<file path="config.mk">
export PLATFORM = sky130hd
export DESIGN_NAME = instr_sequencer
export DESIGN_NICKNAME = d
export VERILOG_FILES = /design/src/rtl/instr_sequencer.sv
export SDC_FILE = /design/constraint.sdc
export NUM_CORES = 1
export LEC_CHECK = 0
export BUFFER_PORTS_ARGS = -buffer_cell sky130_fd_sc_hd__buf_2
export CAP_MARGIN = 20
export CELL_PAD_IN_SITES_DETAIL_PLACEMENT = 2
export CELL_PAD_IN_SITES_GLOBAL_PLACEMENT = 2
export CORE_ASPECT_RATIO = 0.75
export CORE_MARGIN = 2
export CORE_UTILIZATION = 25
export CTS_CLUSTER_DIAMETER = 120
export DETAILED_ROUTE_END_ITERATION = 10
export HOLD_SLACK_MARGIN = 0.02
export PLACE_DENSITY = 0.87
export SETUP_SLACK_MARGIN = 0.5
export SYNTH_ARGS = -nofsm -noshare
export SYNTH_HDL_FRONTEND = slang
export SYNTH_SLANG_ARGS = --single-unit
</file>
<file path="constraint.sdc">
create_clock -name clock -period 1.8 [get_ports clock]
set_clock_uncertainty 0.15 [all_clocks]
set_input_delay 0.09 -clock clock [delete_from_list [all_inputs] [get_ports clock]]
set_output_delay 0.09 -clock clock [all_outputs]
set_load 0.02 [all_outputs]
</file>
<file path="src/rtl/instr_sequencer.sv">
// Fetch/decode/execute sequencer: loads a multi-beat instruction over a req/ack
// memory handshake, then steps an execution counter until the decoder ends the instruction.
module instr_sequencer #(
   parameter int               MEM_W    = 8,
   parameter int               IR_BEATS = 2,
   parameter int               ADDR_W   = 8,
   parameter int               OP_W     = 4,
   parameter int               STEP_W   = 3,
   parameter logic [OP_W-1:0]  HALT_OP  = 4'hF,
   parameter logic [ADDR_W-1:0] RESET_PC = '0
) (
   input  logic                      clock,
   input  logic                      reset,
   output logic                      mem_req,
   output logic [ADDR_W-1:0]         mem_addr,
   input  logic                      mem_ack,
   input  logic [MEM_W-1:0]          mem_rdata,
   output logic [MEM_W*IR_BEATS-1:0] ir,
   output logic                      ir_valid,
   output logic [OP_W-1:0]           op,
   output logic [STEP_W-1:0]         exec_step,
   input  logic                      exec_last,
   input  logic                      pc_load,
   input  logic [ADDR_W-1:0]         pc_target,
   output logic [ADDR_W-1:0]         pc,
   input  logic                      run,
   output logic                      halted,
   output logic                      step_ovf,
   output logic [2:0]                dbg_state
);

   localparam int IR_W   = MEM_W * IR_BEATS;
   localparam int BEAT_W = (IR_BEATS > 1) ? $clog2(IR_BEATS) : 1;

   typedef enum logic [2:0] {
      IDLE   = 3'd0,
      FETCH  = 3'd1,
      DECODE = 3'd2,
      EXEC   = 3'd3,
      HALT   = 3'd4
   } state_t;

   state_t            state;
   state_t            state_n;
   logic [BEAT_W-1:0] beat;
   logic              last_beat;
   logic              step_max;

   // Memory handshake: mem_req rises in FETCH and holds mem_addr stable until
   // mem_ack; a beat transfers on every cycle where both are high, including
   // an ack in the same cycle the request first appears.
   assign mem_req   = (state == FETCH);
   assign mem_addr  = mem_req ? pc : '0;
   assign ir_valid  = (state == DECODE) || (state == EXEC);
   assign op        = ir[IR_W-1 -: OP_W];
   assign halted    = (state == HALT);
   assign dbg_state = state;

   assign last_beat = (beat == BEAT_W'(IR_BEATS - 1));
   assign step_max  = (exec_step == {STEP_W{1'b1}});

   always_comb begin
      state_n = state;
      case (state)
         IDLE:    state_n = FETCH;
         FETCH:   if (mem_ack && last_beat) state_n = DECODE;
         DECODE:  state_n = (op == HALT_OP) ? HALT : EXEC;
         EXEC:    if (exec_last || step_max) state_n = FETCH;
         HALT:    if (run) state_n = FETCH;
         default: state_n = IDLE;
      endcase
   end

   always_ff @(posedge clock) begin
      if (reset) begin
         state     <= IDLE;
         pc        <= RESET_PC;
         ir        <= '0;
         beat      <= '0;
         exec_step <= '0;
         step_ovf  <= 1'b0;
      end else begin
         state <= state_n;
         case (state)
            FETCH: begin
               if (mem_ack) begin
                  for (int b = 0; b < IR_BEATS; b++) begin
                     if (beat == BEAT_W'(b)) ir[b*MEM_W +: MEM_W] <= mem_rdata;
                  end
                  pc   <= pc + ADDR_W'(1);
                  beat <= last_beat ? '0 : beat + BEAT_W'(1);
               end
            end
            DECODE: exec_step <= '0;
            EXEC: begin
               if (pc_load) pc <= pc_target;
               // Counter wraps to zero on overflow so the next instruction starts at T0.
               if (exec_last) begin
                  exec_step <= '0;
               end else begin
                  exec_step <= exec_step + STEP_W'(1);
                  if (step_max) step_ovf <= 1'b1;
               end
            end
            default: ;
         endcase
      end
   end

endmodule

</file>
======== Yosys cells after proc, flatten, opt, wreduce, memory -nomap -nowiden ========
Cells that the tools add are included.
word-level totals
  output and inout port bits .............. 46
  input port bits ......................... 22
  register bits after elaboration ......... 32
  word-level logic and storage cells ...... 47
cells by class
  bitwise operators ....................... 2
  eq/ne operators ......................... 11
  reduce and logical (&&, ||, !) cells .... 12
  $add $sub $neg .......................... 3
  muxes and demuxes ....................... 12
operators with widths
  cell                 number
  $mux 8               3
  $pmux 8 s2           1
  $mux 3               5
  $pmux 3 s5           1
  $reduce_and 3->1     5
  $add 8x1->8 const B  1
  $eq 3x2->1 const B   2
  $eq 3x3->1 const B   2
  $ne 2x1->1 const B   3
  $pmux 3 s2           1
  $eq 4x4->1 const B   1
  $ne 2x2->1 const B   2
  $reduce_bool 2->1    2
  $add 3x1->3 const B  1
  $eq 3x1->1 const B   1
  $logic_not 3->1      1
  $logic_or 1x1->1     2
  $not 1->1            2
  $reduce_and 2->1     1
  $add 1x1->1 const B  1
  $logic_and 1x1->1    1
  $mux 1               1

======== Depth between registers and ports, before layout ========
Gate-level depths: netlist of the first run.
  word-level depth ........................ 4
  mapped depth ............................ 6
  mapped depth without buffers ............ 5

======== Worst setup path before layout of the first run ========
Ideal clock, no wire load.
  path kind ............................... register to register
  from .................................... reg state[0], in the netlist dbg_state[0]
  to ...................................... reg ir[0]
  path buffers ............................ 2
  arrival ................................. 1.524 ns
  setup time .............................. 0.132 ns
  clock period less this slack ............ 1.806 ns
  stages on the path, launching flop included .. 7
  data required time ...................... 1.518 ns
  path slack .............................. -0.006 ns
  cells stage by stage .................... dfxtp_1 -> buf_4 -> nor3b_1 -> buf_4 -> nand2_1 -> o21ai_0 -> a21oi_1
between the ends
  longest elaborated chain between the ends .. 2
ends and longest elaborated chain
  what                           RTL line  RTL
  start, declared                43        state_t state;
  start signal, assigned         83        state <= state_n;
  $eq 3x1->1                     n/a
  net mem_req                    14        output logic mem_req,
  $reduce_and 3->1 (no line)     n/a
  end signal, assigned by index  88        if (beat == BEAT_W'(b)) ir[b*MEM_W +: MEM_W] <= mem_rdata;
  end, declared                  18        output logic [MEM_W*IR_BEATS-1:0] ir,
The timed path passes the listed nets, and every way through them passes these cells.
A chain may end at the register's enable or synchronous reset.

======== Worst setup path in the final report of the first run ========
  from .................................... reg state[2], in the netlist dbg_state[2]
  to ...................................... reg pc[0]
between the ends
  longest elaborated chain between the ends .. 3
  elaborated cells on any way between the ends .. 7
  classes of those cells .................. eq/ne (4); mux (1); reduce/logical (2)
ends and longest elaborated chain
  what                                          RTL line  RTL
  $eq 3x2->1 or $eq 3x1->1 (tied branches)      84        case (state)
  $ne 2x2->1 (no line) (tied with other cells)  n/a
  $reduce_and 3->1 (no line)                    n/a
  end signal, assigned                          90        pc <= pc + ADDR_W'(1);
  end signal, assigned                          96        if (pc_load) pc <= pc_target;
  end, declared                                 25        output logic [ADDR_W-1:0] pc,
Several ways; a longest one is shown, not always the timed one.

==> impl_metrics.csv, run 1 <==
group,metric,value,unit
setup_path,max_stage_delay,0.37,ns
sta,relSlewSlack,0.725,
power,powerDensity,1120,nW/µm²
worst_hold_path,hold_path_class,"input port to flop",
floorplanning,die_area,6970,µm²
detailed_routing,drcViolationCount,0,
final_layout,fin_nets,321,
logic_synthesis,synthesis.instances,191,
global_route,grt_pass1_wl,12000,µm
logic_synthesis,synth-edff-count,0,
clock_tree,cts_buffers,5,
clock_tree,cts_tree,"built",
logic_synthesis,async_reset_ff_frac,0,
sta,finalHoldViolations,0,
logic_synthesis,synth_flop_cell,"dfxtp_1",
setup_path,cp_slowest_cell,"dfxtp_4",
logic_synthesis,synth_seq_cells,32,
logic_synthesis,seq_area_frac_synth,0.406,
sta,setup_ws,0.0467,ns
logic_synthesis,synth_nets,216,
logic_synthesis,synth.distinct_cells,39,
detailed_routing,viasPerCell,5.21,
detailed_routing,first_pass_iters,4,
floorplanning,placementRows,25,
detailed_routing,routed_wl,8880,µm
placement,gp_congestion,0.732,
global_route,grt-ovfl-total,0,
setup_path,reg2reg_depth,5,
power,peakVddDrop,0.342,mV
clock_tree,clk_pin_slew,0.07,ns
setup_path,path_max_fanout,5,
sta,rsz0062_at_grt,"yes",
clock_tree,cts-root-buf,"clkbuf_8",
global_route,grt_usage,0.233,
setup_path,worst_ep_arrival_time,1.76,ns
clock_tree,htreeDepth,2,
placement,place_worst_setup_slack,0.162,ns
final_layout,layout_common_cells,"buf_2 (55), buf_6 (28), dfxtp_1 (24), nor2_1 (17), buf_4 (15)",
sta,fmax,570,MHz
outcome,outcome,"finished clean",
sta,worst_pin_slew,0.413,ns
setup_path,worstSetupStartpointType,"flop",
detailed_routing,drtIter0Drc,104,
floorplanning,io_pins,68,
global_route,grt_antenna_before_repair,0,
floorplanning,die_w,95.8,µm
sta,setup_tns,0,ns
sta,period_minus_slack,1.75,ns
logic_synthesis,synth_warnings,0,
floorplanning,core,6190,µm²
sta,final-setup-viol-count,0,
setup_path,required,1.81,ns
final_layout,final_common_cell,"buf_2",
final_layout,syn_to_final_growth,86.2,%
logic_synthesis,synth_area_per_cell,8.27,µm²
logic_synthesis,syn_area,1580,µm²
detailed_routing,wl_per_cell,23.5,µm
floorplanning,initial_utilization,0.255,
worst_hold_path,holdPathStages,4,
floorplanning,die_h,72.8,µm
final_layout,layout-drive-gt1-share,0.633,
detailed_routing,vias,1970,
sta,timing.final.crit_share,0.974,
sta,slew_violations,0,
clock_tree,clock-sinks,32,
global_route,grt_start_max_net_pins,23,
clock_tree,cts.path.max_buffers,2,
clock_tree,insertion_delay,0.30,ns
power,p_leak,1.26,nW
global_route,grt_pass1_vias,2071,
final_layout,diodes,0,
placement,dp_hpwl,4340,µm
setup_path,cp-end-kind,"flop",
placement,io_buffers,67,
setup_path,cp_cell_sequence,"buf_6 > and2b_2 > and2_4 > a21oi_2 > a211oi_1",
setup_path,path_class,"flop to flop",
job,cap_violations,0,
detailed_routing,ant_nets,0,
## repair_timing
| action | in CTS | in global routing |
|---|---|---|
| hold buffers | 12 | 0 |
| pin swaps | 26 | 15 |
| buffers inserted | 20 | 6 |
| resized for setup | 77 | 44 |
| setup endpoints to repair | 42 | 45 |
| gates cloned | 3 | 0 |
| hold endpoints to repair | 24 | 0 |
## sequential cells by signal, indices dropped and copies added (netlist names)
name,flops
ir,16
pc,8
dbg_state,3
exec_step,3
beat,1
step_ovf,1
## worst paths after layout
path	startpoint	end	slack, ns
min	exec_last	exec_step[1]	0.07
max reg2reg	dbg_state[2]	pc[0]	0.05
min reg2reg	ir[2]	ir[2]	0.32
max	dbg_state[2]	pc[0]	0.05
## power by group
group          total, W  leakage, nW  internal, W  switching (W)
registers      0.000940        0.264     0.000807       0.000133
logic           0.00178        0.955     0.000804       0.000973
clock network  0.000562       0.0422     0.000272       0.000291
## routing by layer
metal,vias up,track usage,routed length [µm]
met5,-,0,0
met4,0,0.0889,223
met3,17,0.0382,440
met2,66,0.418,4730
met1,1001,0.278,3490
li1,886,-,-
## cells in the mapped netlist (all sizes together) (4+ instances only)
master / n / share of area
a21oi: 22 / 0.070
and2: 14 / 0.055
buf: 11 / 0.048
clkbuf: 5 / 0.013
dfxtp: 32 / 0.41
mux2i: 9 / 0.057
nand2: 16 / 0.038
nor2: 18 / 0.043
nor3: 4 / 0.013
nor3b: 4 / 0.019
o21ai: 19 / 0.060
## critical path: cells and delay by family (launching register included)
family	cells	cell delay (ns)
AND/OR/NAND/NOR	2	0.57
buffers and inverters	1	0.12
AO/OA/AOI/OAI	2	0.40
flip-flops	1	0.37
## cell type report
type | instances | area, µm²
Fill cell | 668 | 3250
Tap cell | 81 | 101
Multi-Input combinational cell | 143 | 1240
Inverter | 3 | 11.3
Clock buffer | 7 | 76.3
Sequential cell | 32 | 663
Timing Repair Buffer | 111 | 843
Clock inverter | 1 | 5.00
## per-stage QoR
stage / util / instances / area (µm²) / hold slack (ns) / total power, W
5_1_grt: 0.475 / 378 / 2940 / 0.0763 / 0.00343
6_report: 0.475 / 378 / 2940 / 0.0686 / 0.00328
2_1_floorplan: - / 191 / 1700 / 0.0805 / 0.00159
3_3_place_gp: 0.333 / 329 / 2060 / 0.195 / 0.00178
4_1_cts: 0.438 / 372 / 2720 / 0.0336 / 0.00295
3_5_place_dp: 0.333 / 329 / 2060 / 0.211 / 0.00184
## kinds of logic (layout without fill, tap and decap cells)
| family | after synthesis | count (layout) | share of synthesized area |
|---|---|---|---|
| simple gates | 72 | 75 | 0.239 |
| buf+inv | 19 | 122 | 0.0673 |
| compound gates | 55 | 55 | 0.200 |
| flops | 32 | 32 | 0.406 |
| fa+ha+maj | 3 | 3 | 0.0238 |
| mux | 10 | 10 | 0.0642 |
Power figures use the tool's default switching activity.
==> run 2: changes to the inputs <==
==> config.mk (replaced) <==
export PLATFORM = sky130hd
export DESIGN_NAME = instr_sequencer
export DESIGN_NICKNAME = d
export VERILOG_FILES = /design/src/rtl/instr_sequencer.sv
export SDC_FILE = /design/constraint.sdc
export NUM_CORES = 1
export LEC_CHECK = 0
export CAP_MARGIN = 20
export CELL_PAD_IN_SITES_DETAIL_PLACEMENT = 2
export CELL_PAD_IN_SITES_GLOBAL_PLACEMENT = 2
export CORE_ASPECT_RATIO = 0.75
export CORE_MARGIN = 2
export CORE_UTILIZATION = 33
export CTS_CLUSTER_DIAMETER = 120
export DETAILED_ROUTE_END_ITERATION = 10
export DONT_BUFFER_PORTS = 1
export HOLD_SLACK_MARGIN = 0.02
export PLACE_DENSITY = 0.86
export SETUP_SLACK_MARGIN = 0.5
export SYNTH_ARGS = -nofsm -noshare
export SYNTH_HDL_FRONTEND = slang
export SYNTH_SLANG_ARGS = --single-unit
==> run 2 against run 1 <==
Against the previous run: the flow now finishes with violations (negative hold slack); sequential share of layout area up 4.2 points; routed wire length down 4.2%; via count down 10%; register-to-register slack better by 0.03 ns; clock-buffer cell count down 2; hold slack worse by 0.089 ns; cell count down 24%; critical path depth down 2; worst setup slack better by 0.025 ns; non-clock buffer count down 64; maximum frequency up 1.5%; largest cell class unchanged.
==> impl_metrics.csv, run 2 (synthesis gave the netlist of run 1 again) <==
group,metric,value,unit
detailed_routing,drcViolationCount,0,
sta,relSlewSlack,0.722,
clock_tree,htreeDepth,2,
power,powerDensity,1270,nW/µm²
sta,rsz0062_at_grt,"yes",
detailed_routing,wl_per_cell,29.4,µm
global_route,grt_start_max_net_pins,34,
setup_path,cp.depth,3,
setup_path,cp-end-kind,"output port",
setup_path,cp_cell_sequence,"nor3b_4 > buf_6 > and2_4",
sta,fmax,579,MHz
setup_path,critPathBufInv,1,
setup_path,endpoint,"mem_addr[5]",
final_layout,nFillCells,441,
job,cap_violations,0,
worst_hold_path,holdCritStartpoint,"run",
sta,setup_tns,0,ns
final_layout,diodes,0,
clock_tree,cts.path.max_buffers,2,
floorplanning,io_pins,68,
placement,gp_congestion,0.824,
detailed_routing,first_pass_iters,4,
clock_tree,cts-root-buf,"clkbuf_8",
worst_hold_path,hold_path_class,"input port to flop",
detailed_routing,viasPerCell,6.10,
sta,period_minus_slack,1.73,ns
global_route,grt_pass1_vias,1822,
sta,setup_ws,0.0720,ns
floorplanning,die_area,5360,µm²
worst_hold_path,holdPathStages,3,
setup_path,ff2ff_setup_slack,0.07,ns
power,p_leak,0.935,nW
placement,io_buffers,0,
clock_tree,clock-sinks,32,
final_layout,fin_area,2500,µm²
clock_tree,insertion_delay,0.30,ns
final_layout,final_common_cell,"dfxtp_1",
setup_path,path_max_fanout,7,
setup_path,worstSetupStartpointType,"flop",
setup_path,path_class,"flop to output port",
final_layout,fin_nets,256,
global_route,grt_antenna_before_repair,0,
sta,slew_violations,0,
sta,final-setup-viol-count,0,
floorplanning,placementRows,21,
setup_path,r2r-start,"pc[0]",
final_layout,multi_input_area,1160,µm²
floorplanning,core,4520,µm²
final_layout,register_area,668,µm²
detailed_routing,routed_wl,8510,µm
power,peakVddDrop,0.764,mV
final_layout,layout_common_cells,"dfxtp_1 (22), dlygate4sd3_1 (17), nor2_1 (16), buf_4 (16), a21oi_1 (15)",
clock_tree,cts_tree,"built",
placement,dp_hpwl,4100,µm
placement,placed_cell_area,1760,µm²
detailed_routing,drtIter0Drc,121,
floorplanning,die_h,63.9,µm
detailed_routing,ant_nets,0,
clock_tree,clk_pin_slew,0.09,ns
setup_path,cp_slowest_cell,"dfxtp_4",
final_layout,reg_top3,"ir (16), pc (8)",
setup_path,required,1.56,ns
final_layout,top_register,"ir",
final_layout,syn_to_final_growth,58.2,%
clock_tree,cts_buffers,5,
floorplanning,die_w,83.9,µm
setup_path,crit_start,"dbg_state[1]",
final_layout,layout-drive-gt1-share,0.457,
detailed_routing,vias,1764,
setup_path,reg2reg_depth,5,
floorplanning,initial_utilization,0.349,
setup_path,max_stage_delay,0.41,ns
outcome,outcome,"finished, violations left",
placement,place_worst_setup_slack,0.0661,ns
outcome,violations,"negative hold slack",
setup_path,r2r_end,"pc[6]",
sta,timing.final.crit_share,0.960,
sta,worst_pin_slew,0.417,ns
global_route,grt-ovfl-total,0,
global_route,grt_usage,0.276,
setup_path,critical_path.top_delay_family,"simple AND/OR/NAND/NOR gates",
global_route,grt_pass1_wl,11300,µm
setup_path,worst_ep_arrival_time,1.49,ns
sta,whs,-0.0202,ns
final_layout,largest_reg_flops,16,
sta,finalHoldViolations,1,
==> run 2: worst min-delay path by stage <==
stage	end
2_1_floorplan	ir[0]
3_3_place_gp	pc[0]
3_5_place_dp	exec_step[0]
4_1_cts	beat
5_1_grt	dbg_state[2]
6_report	dbg_state[2]
==> run 2: repair_timing <==
action | 4_1_cts | 5_1_grt
hold endpoints to repair | 32 | 9
setup endpoints to repair | 43 | 43
hold buffers | 17 | 1
setup buffers | 7 | 5
resized for setup | 53 | 26
gates cloned | 3 | 1
pin swaps | 15 | 13
==> run 2: tightest hold or removal path, stage by stage <==
cell and delay, ns:
nor3b_2 0.05, a31oi_1 0.19, nor2_1 0.06
==> run 2: metrics by stage <==
stage | std cells | hold WS (ns) | power [W] | util
floorplan | 191 | 0.0805 | 0.00159 | -
global placement | 247 | 0.00822 | 0.00166 | 0.390
detailed placement | 247 | 0.0150 | 0.00173 | 0.390
CTS | 282 | -0.0663 | 0.00283 | 0.515
global route | 289 | -0.00940 | 0.00329 | 0.553
finish | 289 | -0.0202 | 0.00318 | 0.553
==> run 2: metal layers <==
metal | wire [µm] | up-vias | share of wire | track usage
met3 | 477 | 19 | 0.056 | 0.0568
met1 | 3560 | 914 | 0.42 | 0.358
met4 | 226 | 0 | 0.027 | 0.0585
met5 | 0 | - | 0 | 0
met2 | 4240 | 75 | 0.50 | 0.476
li1 | - | 756 | - | -
==> run 2: area by class of cell <==
| type | instances | share of cell area |
|---|---|---|
| well taps | 57 | 0.0286 |
| flip-flops and latches | 32 | 0.268 |
| inverters | 3 | 0.00451 |
| clock inverters | 3 | 0.0170 |
| clock buffers | 5 | 0.0276 |
| repair buffers | 47 | 0.191 |
| multi-input cells | 142 | 0.463 |
==> run 2: where the power goes <==
group	switching, W	internal (W)	total [W]	leakage [nW]
combinational	0.000792	0.000647	0.00144	0.615
sequential	0.000181	0.000803	0.000984	0.266
clock	0.000347	0.000411	0.000758	0.0541
total	0.00132	0.00186	0.00318	0.935
==> run 3: changes to the inputs <==
--- a/config.mk
+++ b/config.mk
@@ -8,7 +8,6 @@
 export CAP_MARGIN = 20
 export CELL_PAD_IN_SITES_DETAIL_PLACEMENT = 2
 export CELL_PAD_IN_SITES_GLOBAL_PLACEMENT = 2
-export CORE_ASPECT_RATIO = 0.75
 export CORE_MARGIN = 2
 export CORE_UTILIZATION = 33
 export CTS_CLUSTER_DIAMETER = 120
==> run 3 against run 2 <==
Against the previous run: the run still ends with negative hold slack left; maximum frequency rose by 6.6%; clock-buffer cell count increased by 2; routed wire length is 21% lower; combinational power decreased by 22%; worst setup slack better by 0.11 ns; global-route usage shrank 4.5 points; critical path type unchanged; highest routed layer unchanged.
==> impl_metrics.csv, run 3 (synthesis gave the netlist of run 1 again) <==
group,metric,value,unit
job,cap_violations,0,
final_layout,top_register,"ir",
floorplanning,initial_utilization,0.339,
setup_path,reg2reg_depth,5,
setup_path,r2r_end,"ir[4]",
clock_tree,clock-sinks,32,
sta,fmax,617,MHz
placement,io_buffers,0,
sta,relSlewSlack,0.751,
global_route,grt_pass1_wl,9250,µm
worst_hold_path,holdCritStartpoint,"run",
global_route,grt_antenna_before_repair,0,
setup_path,ff2ff_setup_slack,0.20,ns
global_route,grt-ovfl-total,0,
outcome,outcome,"finished, violations left",
floorplanning,core,4660,µm²
worst_hold_path,holdPathStages,3,
setup_path,r2r-start,"dbg_state[0]",
global_route,grt_pass1_vias,1822,
sta,slew_violations,0,
power,p_leak,0.934,nW
sta,whs,-0.0311,ns
floorplanning,placementRows,25,
worst_hold_path,min_to,"dbg_state[2]",
power,peakVddDrop,0.497,mV
final_layout,largest_reg_flops,16,
final_layout,layout-drive-gt1-share,0.481,
detailed_routing,ant_nets,0,
outcome,violations,"negative hold slack",
placement,dp_hpwl,3610,µm
setup_path,cp-end-kind,"output port",
worst_hold_path,hold_path_class,"input port to flop",
final_layout,final_common_cell,"dfxtp_1",
setup_path,worstSetupStartpointType,"flop",
setup_path,worst_ep_arrival_time,1.38,ns
clock_tree,cts-root-buf,"clkbuf_8",
final_layout,multi_input_area,1170,µm²
placement,gp_congestion,0.814,
floorplanning,die_h,73.2,µm
setup_path,required,1.56,ns
detailed_routing,routed_wl,6690,µm
detailed_routing,vias,1636,
sta,final-setup-viol-count,0,
clock_tree,clk_pin_slew,0.07,ns
sta,period_minus_slack,1.62,ns
sta,rsz0062_at_grt,"yes",
clock_tree,htreeDepth,2,
setup_path,path_max_fanout,9,
final_layout,nFillCells,461,
setup_path,path_class,"flop to output port",
detailed_routing,drtIter0Drc,57,
final_layout,register_area,664,µm²
final_layout,layout_common_cells,"dfxtp_1 (23), dlygate4sd3_1 (19), buf_4 (17), nor2_1 (16), a21oi_2 (13)",
detailed_routing,drcViolationCount,0,
clock_tree,cts_buffers,5,
final_layout,fin_area,2460,µm²
final_layout,syn_to_final_growth,56.0,%
detailed_routing,first_pass_iters,2,
floorplanning,io_pins,68,
detailed_routing,viasPerCell,5.70,
clock_tree,ctsHoldBuffers,20,
final_layout,reg_top3,"ir (16), pc (8)",
final_layout,diodes,0,
clock_tree,insertion_delay,0.29,ns
final_layout,fin_nets,257,
sta,timing.final.crit_share,0.901,
detailed_routing,wl_per_cell,23.3,µm
clock_tree,cts.path.max_buffers,2,
sta,setup_tns,0,ns
floorplanning,die_area,5350,µm²
placement,placed_cell_area,1760,µm²
power,power.total,0.00278,W
global_route,grt_usage,0.230,
global_route,grt_start_max_net_pins,34,
power,powerDensity,1130,nW/µm²
sta,worst_pin_slew,0.374,ns
sta,finalHoldViolations,1,
clock_tree,cts_tree,"built",
floorplanning,die_w,73.2,µm
[run 3: how the worst max path moves through the flow]
stage	slack (ns)	from	depth (start not counted)	end
floorplan	0.34	dbg_state[0]	6	ir[0]
global placement	0.21	dbg_state[2]	5	pc[6]
detailed placement	0.10	dbg_state[1]	4	dbg_state[0]
CTS	0.19	dbg_state[0]	3	mem_addr[3]
global route	0.11	dbg_state[0]	5	ir[14]
finish	0.18	dbg_state[0]	3	mem_addr[7]
[run 3: what timing repair did]
item,4_1_cts,5_1_grt
setup endpoints to repair,42,43
pin swaps,35,15
cloned,2,0
resized for setup,39,35
endpoints found under the hold margin,32,1
setup buffers,10,3
[run 3: critical path: stages (launching register included)]
cell and delay, ns:
dfxtp_4 0.43, nor3b_4 0.26, buf_6 0.18, and2_2 0.22
[run 3: where the power goes]
group / switching, W / internal (W) / leakage [nW]
Combinational: 0.000662 / 0.000466 / 0.616
Sequential: 0.000199 / 0.000805 / 0.265
Clock: 0.000294 / 0.000355 / 0.0534
Total: 0.00115 / 0.00163 / 0.934
[run 3: cell type report]
class,count,share of cell area
flip-flops and latches,32,0.270
multi-input cells,142,0.475
clock inverters,1,0.00203
well taps,54,0.0274
repair buffers,48,0.182
inverters,3,0.00457
clock buffers,7,0.0396
[run 3: layer usage]
| metal | GRT usage | vias up | routed length (µm) |
|---|---|---|---|
| li1 | - | 759 | - |
| met1 | 0.250 | 811 | 2470 |
| met2 | 0.427 | 55 | 3770 |
| met3 | 0.0718 | 11 | 338 |
| met4 | 0.0597 | 0 | 109 |
| met5 | 0 | - | 0 |
[run 3: per-stage QoR]
stage | utilization | setup slack [ns] | hold WS, ns | instances
final | 0.529 | 0.179 | -0.0311 | 287
after global routing | 0.529 | 0.109 | -0.0232 | 287
after CTS | 0.493 | 0.190 | -0.0402 | 284
after detailed placement | 0.377 | 0.101 | 0.00862 | 244
after global placement | 0.377 | 0.212 | 0.00806 | 244
after floorplan | - | 0.343 | 0.0805 | 191
